<file path="config.mk">
export PLATFORM = sky130hd
export DESIGN_NAME = regfile_wb_arb
export DESIGN_NICKNAME = d
export VERILOG_FILES = /design/src/rtl/regfile_pkg.sv /design/src/rtl/rr_arbiter.sv /design/src/rtl/regfile_wb_arb.sv
export SDC_FILE = /design/constraint.sdc
export NUM_CORES = 1
export LEC_CHECK = 0
export CAP_MARGIN = 15
export CORE_MARGIN = 1
export CORE_UTILIZATION = 33
export CTS_CLUSTER_DIAMETER = 120
export CTS_CLUSTER_SIZE = 14
export DETAILED_ROUTE_END_ITERATION = 6
export PLACE_DENSITY = 0.7
export SETUP_SLACK_MARGIN = 0.15
export SYNTH_ARGS = -nofsm -noshare
export SYNTH_HDL_FRONTEND = slang
export SYNTH_SLANG_ARGS = --single-unit
</file>
<file path="constraint.sdc">
create_clock -name i_clk -period 4.2 [get_ports i_clk]
set_clock_uncertainty 0.05 [all_clocks]
set_input_delay 1.05 -clock i_clk [delete_from_list [all_inputs] [get_ports i_clk]]
set_output_delay 1.05 -clock i_clk [all_outputs]
set_load 0.005 [all_outputs]
</file>
<file path="src/rtl/regfile_pkg.sv">
// Shared integer register-file parameters and the write-back request record.
// Imported by the register file and by its write-back arbiter.
package regfile_pkg;
  localparam int XLEN       = 32;
  localparam int REG_ADDR_W = 5;
  localparam int NUM_REGS   = 32;
  localparam int NUM_WB_REQ = 3;

  typedef struct packed {
    logic [REG_ADDR_W-1:0] addr;
    logic [XLEN-1:0]       data;
  } wb_req_t;
endpackage

</file>
<file path="src/rtl/rr_arbiter.sv">
// Combinational round-robin arbiter: the first asserted request at or after
// i_ptr (wrapping modulo N) receives the single one-hot grant.
module rr_arbiter #(
  parameter int N     = 3,
  parameter int PTR_W = (N > 1) ? $clog2(N) : 1
) (
  input  logic [N-1:0]     i_req,
  input  logic [PTR_W-1:0] i_ptr,
  output logic [N-1:0]     o_gnt
);

  logic w_found;

  // NOTE: every variable written here gets a default first, so no path leaves it unassigned and no latch is inferred.
  always_comb begin
    o_gnt   = '0;
    w_found = 1'b0;
    for (int i = 0; i < N; i++) begin
      automatic int idx = int'(i_ptr) + i;
      if (idx >= N) idx -= N;
      if (!w_found && i_req[idx]) begin
        o_gnt[idx] = 1'b1;
        w_found    = 1'b1;
      end
    end
  end

endmodule

</file>
<file path="src/rtl/regfile_wb_arb.sv">
// Write-back arbiter for the register-file write port plus the busy scoreboard
// that the issue stage consults for RAW/WAW stalls.
module regfile_wb_arb
  import regfile_pkg::*;
#(
  parameter int NUM_REQ = NUM_WB_REQ,
  parameter int ADDR_W  = REG_ADDR_W,
  parameter int DATA_W  = XLEN
) (
  input  logic                      i_clk,
  input  logic                      i_rst,
  input  logic [NUM_REQ-1:0]        i_req_valid,
  input  logic [NUM_REQ*ADDR_W-1:0] i_req_addr,
  input  logic [NUM_REQ*DATA_W-1:0] i_req_data,
  output logic [NUM_REQ-1:0]        o_req_ready,
  input  logic                      i_hold,
  input  logic                      i_issue_valid,
  input  logic [ADDR_W-1:0]         i_issue_addr,
  output logic [ADDR_W-1:0]         o_rd_addr,
  output logic [DATA_W-1:0]         o_rd_data,
  output logic                      o_rd_wren,
  output logic [NUM_REGS-1:0]       o_busy
);

  localparam int PTR_W = $clog2(NUM_REQ);

  logic [PTR_W-1:0]    r_ptr;
  wb_req_t             r_wb;
  logic                r_wren;
  logic [NUM_REGS-1:0] r_busy;

  logic [NUM_REQ-1:0]  w_req;
  logic [NUM_REQ-1:0]  w_gnt;
  logic                w_any;
  logic [PTR_W-1:0]    w_idx;
  logic [PTR_W-1:0]    w_ptr_nxt;
  wb_req_t             w_sel;
  logic [NUM_REGS-1:0] w_busy_nxt;

  // Hold and reset suppress the requests themselves, so no grant can escape.
  assign w_req = (i_hold || i_rst) ? '0 : i_req_valid;

  rr_arbiter #(
    .N     (NUM_REQ),
    .PTR_W (PTR_W)
  ) u_arb (
    .i_req (w_req),
    .i_ptr (r_ptr),
    .o_gnt (w_gnt)
  );

  assign o_req_ready = w_gnt;

  always_comb begin
    w_any = 1'b0;
    w_idx = '0;
    w_sel = '0;
    for (int k = 0; k < NUM_REQ; k++) begin
      if (w_gnt[k]) begin
        w_any      = 1'b1;
        w_idx      = PTR_W'(k);
        w_sel.addr = i_req_addr[k*ADDR_W +: ADDR_W];
        w_sel.data = i_req_data[k*DATA_W +: DATA_W];
      end
    end
  end

  assign w_ptr_nxt = (w_idx == PTR_W'(NUM_REQ - 1)) ? '0 : w_idx + 1'b1;

  // Set is applied after clear: a same-cycle issue means a newer producer owns the register.
  always_comb begin
    w_busy_nxt = r_busy;
    if (w_any && (w_sel.addr != '0)) w_busy_nxt[w_sel.addr] = 1'b0;
    if (i_issue_valid && (i_issue_addr != '0)) w_busy_nxt[i_issue_addr] = 1'b1;
    w_busy_nxt[0] = 1'b0;
  end

  // NOTE: sequential state uses non-blocking assignments so every register samples pre-edge values.
  always_ff @(posedge i_clk) begin
    if (i_rst) begin
      r_ptr  <= '0;
      r_wb   <= '0;
      r_wren <= 1'b0;
      r_busy <= '0;
    end else begin
      if (w_any) begin
        r_ptr <= w_ptr_nxt;
        r_wb  <= w_sel;
      end
      r_wren <= w_any && (w_sel.addr != '0);
      r_busy <= w_busy_nxt;
    end
  end

  assign o_rd_addr = r_wb.addr;
  assign o_rd_data = r_wb.data;
  assign o_rd_wren = r_wren;
  assign o_busy    = r_busy;

endmodule

</file>
==> flow_summary.ini <==
[timing]
fmax_mhz = 253
finalMaxSlewViolations = 0
hold_viol_final = 0
tns_ps = 0
fin_crit_sh_pct = 94.1
setup_violations = 0
slew-limit-headroom_pct = 45.6
rsz0062_at_grt = false
min_period_ps = 3950
worst_slew_pin_slew_ps = 817

[pwr]
power.switching_uw = 560
internal_power_uw = 1560
seq_power_share_pct = 35.2
combPwrFrac_pct = 24.8
pwr-share-clk_pct = 40.0
irDropWorstVdd_uv = 218
finalPower_uw = 2120
leakagePower_uw = 0.00230
swShare_pct = 26.5
cellPowerDensity_nw_per_um2 = 329

[route]
vias_per_cell = 5.31
drt_iter0_markers = 208
antenna_left = 0
wire_per_inst_um = 16.1
vias = 4654
totalWireLength_um = 14100
drt_drc_violations_left = 9
drtPass1Iterations = 7

[final_layout]
num_antenna_cells = 0
area_delta_synth_final_pct = 60.8
fillerInstances = 1068
drive_gt1_share_pct = 9.55
regArea_um2 = 1420
multi_input_area_um2 = 2380
layout.nets = 856

[setup_path]
endpoint_kind = output pin
crit_required_ps = 3100
cp-start-kind = input port
criticalPathCategory = in2out
crit_fanout = 4
cp.arrival_ps = 2850

[yosys]
syn_area_um2 = 4010
synth.avg_cell_area_um2 = 7.38
syn_inst = 543
yosys.area.top_type = dfxtp_1
synth_simple_gate_area_share_pct = 31.2
yosysUniqueCellTypes = 48
synth_compound_area_share_pct = 25.5
synthAdderAreaFrac_pct = 1.25
synth_top_area_share_pct = 35.5
synth-seq-area-share_pct = 35.5
syn_nets = 670
synth_edf_count = 0
synth_flop_cell = dfxtp_1
synth_top_family_by_area = simple AND/OR/NAND/NOR gates
synth.mux.area_fraction_pct = 0.500
ys_top_cells_by_count = 167 x nor2_1, 71 x dfxtp_1, 61 x nor3_1
yosys.area_share.xor_xnor_pct = 0
synth_area_leaders = dfxtp_1 35%, nor2_1 16%, a211oi_1 11%
synth_most_common_cell = nor2_1
yosysWarningCount = 0
async_flop_share_pct = 0
ys_seq_elements = 71

[global_route]
grt_pass1_vias = 4570
track_usage_pct = 22.4
antenna_found_initial = 0
grt_overflow = 0
grt_max_degree = 71
grt_pass1_wl_um = 22300

[floorplan]
ios = 196
core-area_um2 = 11600
die_area_um2 = 12600
floorplan.initialDensity_pct = 34.5
die_x_um = 112
die_height_um = 112
rows = 39

[placement]
gp_congestion = 0.847
portBuffers = 194
dp_hpwl_um = 10400

[clocking]
clock_latency_ps = 330
cts_tree = done
cts_sinks = 71
cts_max_level = 3
path_clk_slew_ps = 60
cts_hold_buf = 0
cts-root-buf = clkbuf_16
cts_max_path_buffers = 2
cts_inserted_buffers = 9

[min_path]
hold_path.class = reg2reg

[status]
violations = DRC
status = finished, violations left

[run]
max-cap-violations = 0
==> critical path, stage by stage <==
cell and delay [ps]:
clkdlybuf4s50_1 470, mux2i_1 250, o211ai_1 100, o21bai_1 220, a21boi_4 210, clkdlybuf4s50_1 540
==> layer usage <==
layer	up-vias	track usage [%]	wire [um]
li1	2299	-	-
met1	2123	26.5	5950
met2	206	37.6	6640
met3	26	5.67	1090
met4	0	11.3	430
met5	-	0	0
==> stage by stage <==
step	hold slack (ps)	utilization (%)	setup WS, ps	cell area (um^2)	std cells
4_1_cts	419	55.3	166	6420	875
6_report	415	55.5	246	6440	876
3_3_place_gp	399	52.4	89.4	6080	860
3_5_place_dp	411	52.4	94.4	6080	860
5_1_grt	446	55.5	161	6440	876
2_1_floorplan	403	-	656	4010	543
==> power groups by stage <==
stage	registers, uW	clock network (uW)	logic (uW)
floorplan	762	0	232
global placement	759	0	515
detailed placement	761	0	517
CTS	747	861	521
global route	752	889	570
finish	746	846	525
==> worst paths after layout <==
check / from / to / slack (ps) / cells past startpoint
setup / recovery: i_req_valid[2] / o_req_ready[0] / 250 / 6
hold / removal: o_rd_addr[3]$_SDFFE_PP0P_ / o_rd_addr[3]$_SDFFE_PP0P_ / 420 / 2
setup reg to reg: r_ptr[0]$_SDFFE_PP0P_ / o_busy[21]$_SDFF_PP0_ / 930 / 12
hold reg to reg: o_rd_addr[3]$_SDFFE_PP0P_ / o_rd_addr[3]$_SDFFE_PP0P_ / 420 / 2
==> kinds of logic after synthesis <==
kind of cell,after synthesis
other,1
buffers and inverters,49
AO/OA/AOI/OAI,138
adder cells (fa/ha/maj),4
AND/OR/NAND/NOR,278
multiplexers,2
flip-flops,71
==> registers in the layout (all words and copies together) (netlist names) <==
register and cells:
o_rd_addr 5, o_busy 31, r_ptr 2, o_rd_data 32, o_rd_wren 1
==> cells in the final DEF (no fill, tap or decap), types with 3 or more instances in the layout <==
cell / n
o22ai_2: 3
nor3_1: 61
nand2b_1: 5
nor2_1: 167
nand3_1: 5
ha_1: 4
dfxtp_1: 71
a21oi_1: 40
buf_4: 23
a211oi_2: 9
a22o_1: 6
a211oi_1: 60
nor2b_1: 5
o22ai_1: 4
nor4_1: 4
nand2_1: 15
nor3b_2: 4
clkbuf_16: 9
inv_1: 5
clkdlybuf4s50_1: 192
==> cell type report <==
class                           count  area share, %
Multi-Input combinational cell    423           36.9
Timing Repair Buffer              217           32.8
Sequential cell                    71           22.1
Clock buffer                       11           3.92
Tap cell                          143           2.78
Clock inverter                      4           1.20
Inverter                            7          0.408
==> what timing repair did <==
action                                  in CTS  in global routing
pin swaps                                    2                  2
buffers inserted                             0                  1
gates resized for setup                      2                  4
endpoints found under the setup margin       1                  2
Power figures use the tool's default switching activity.
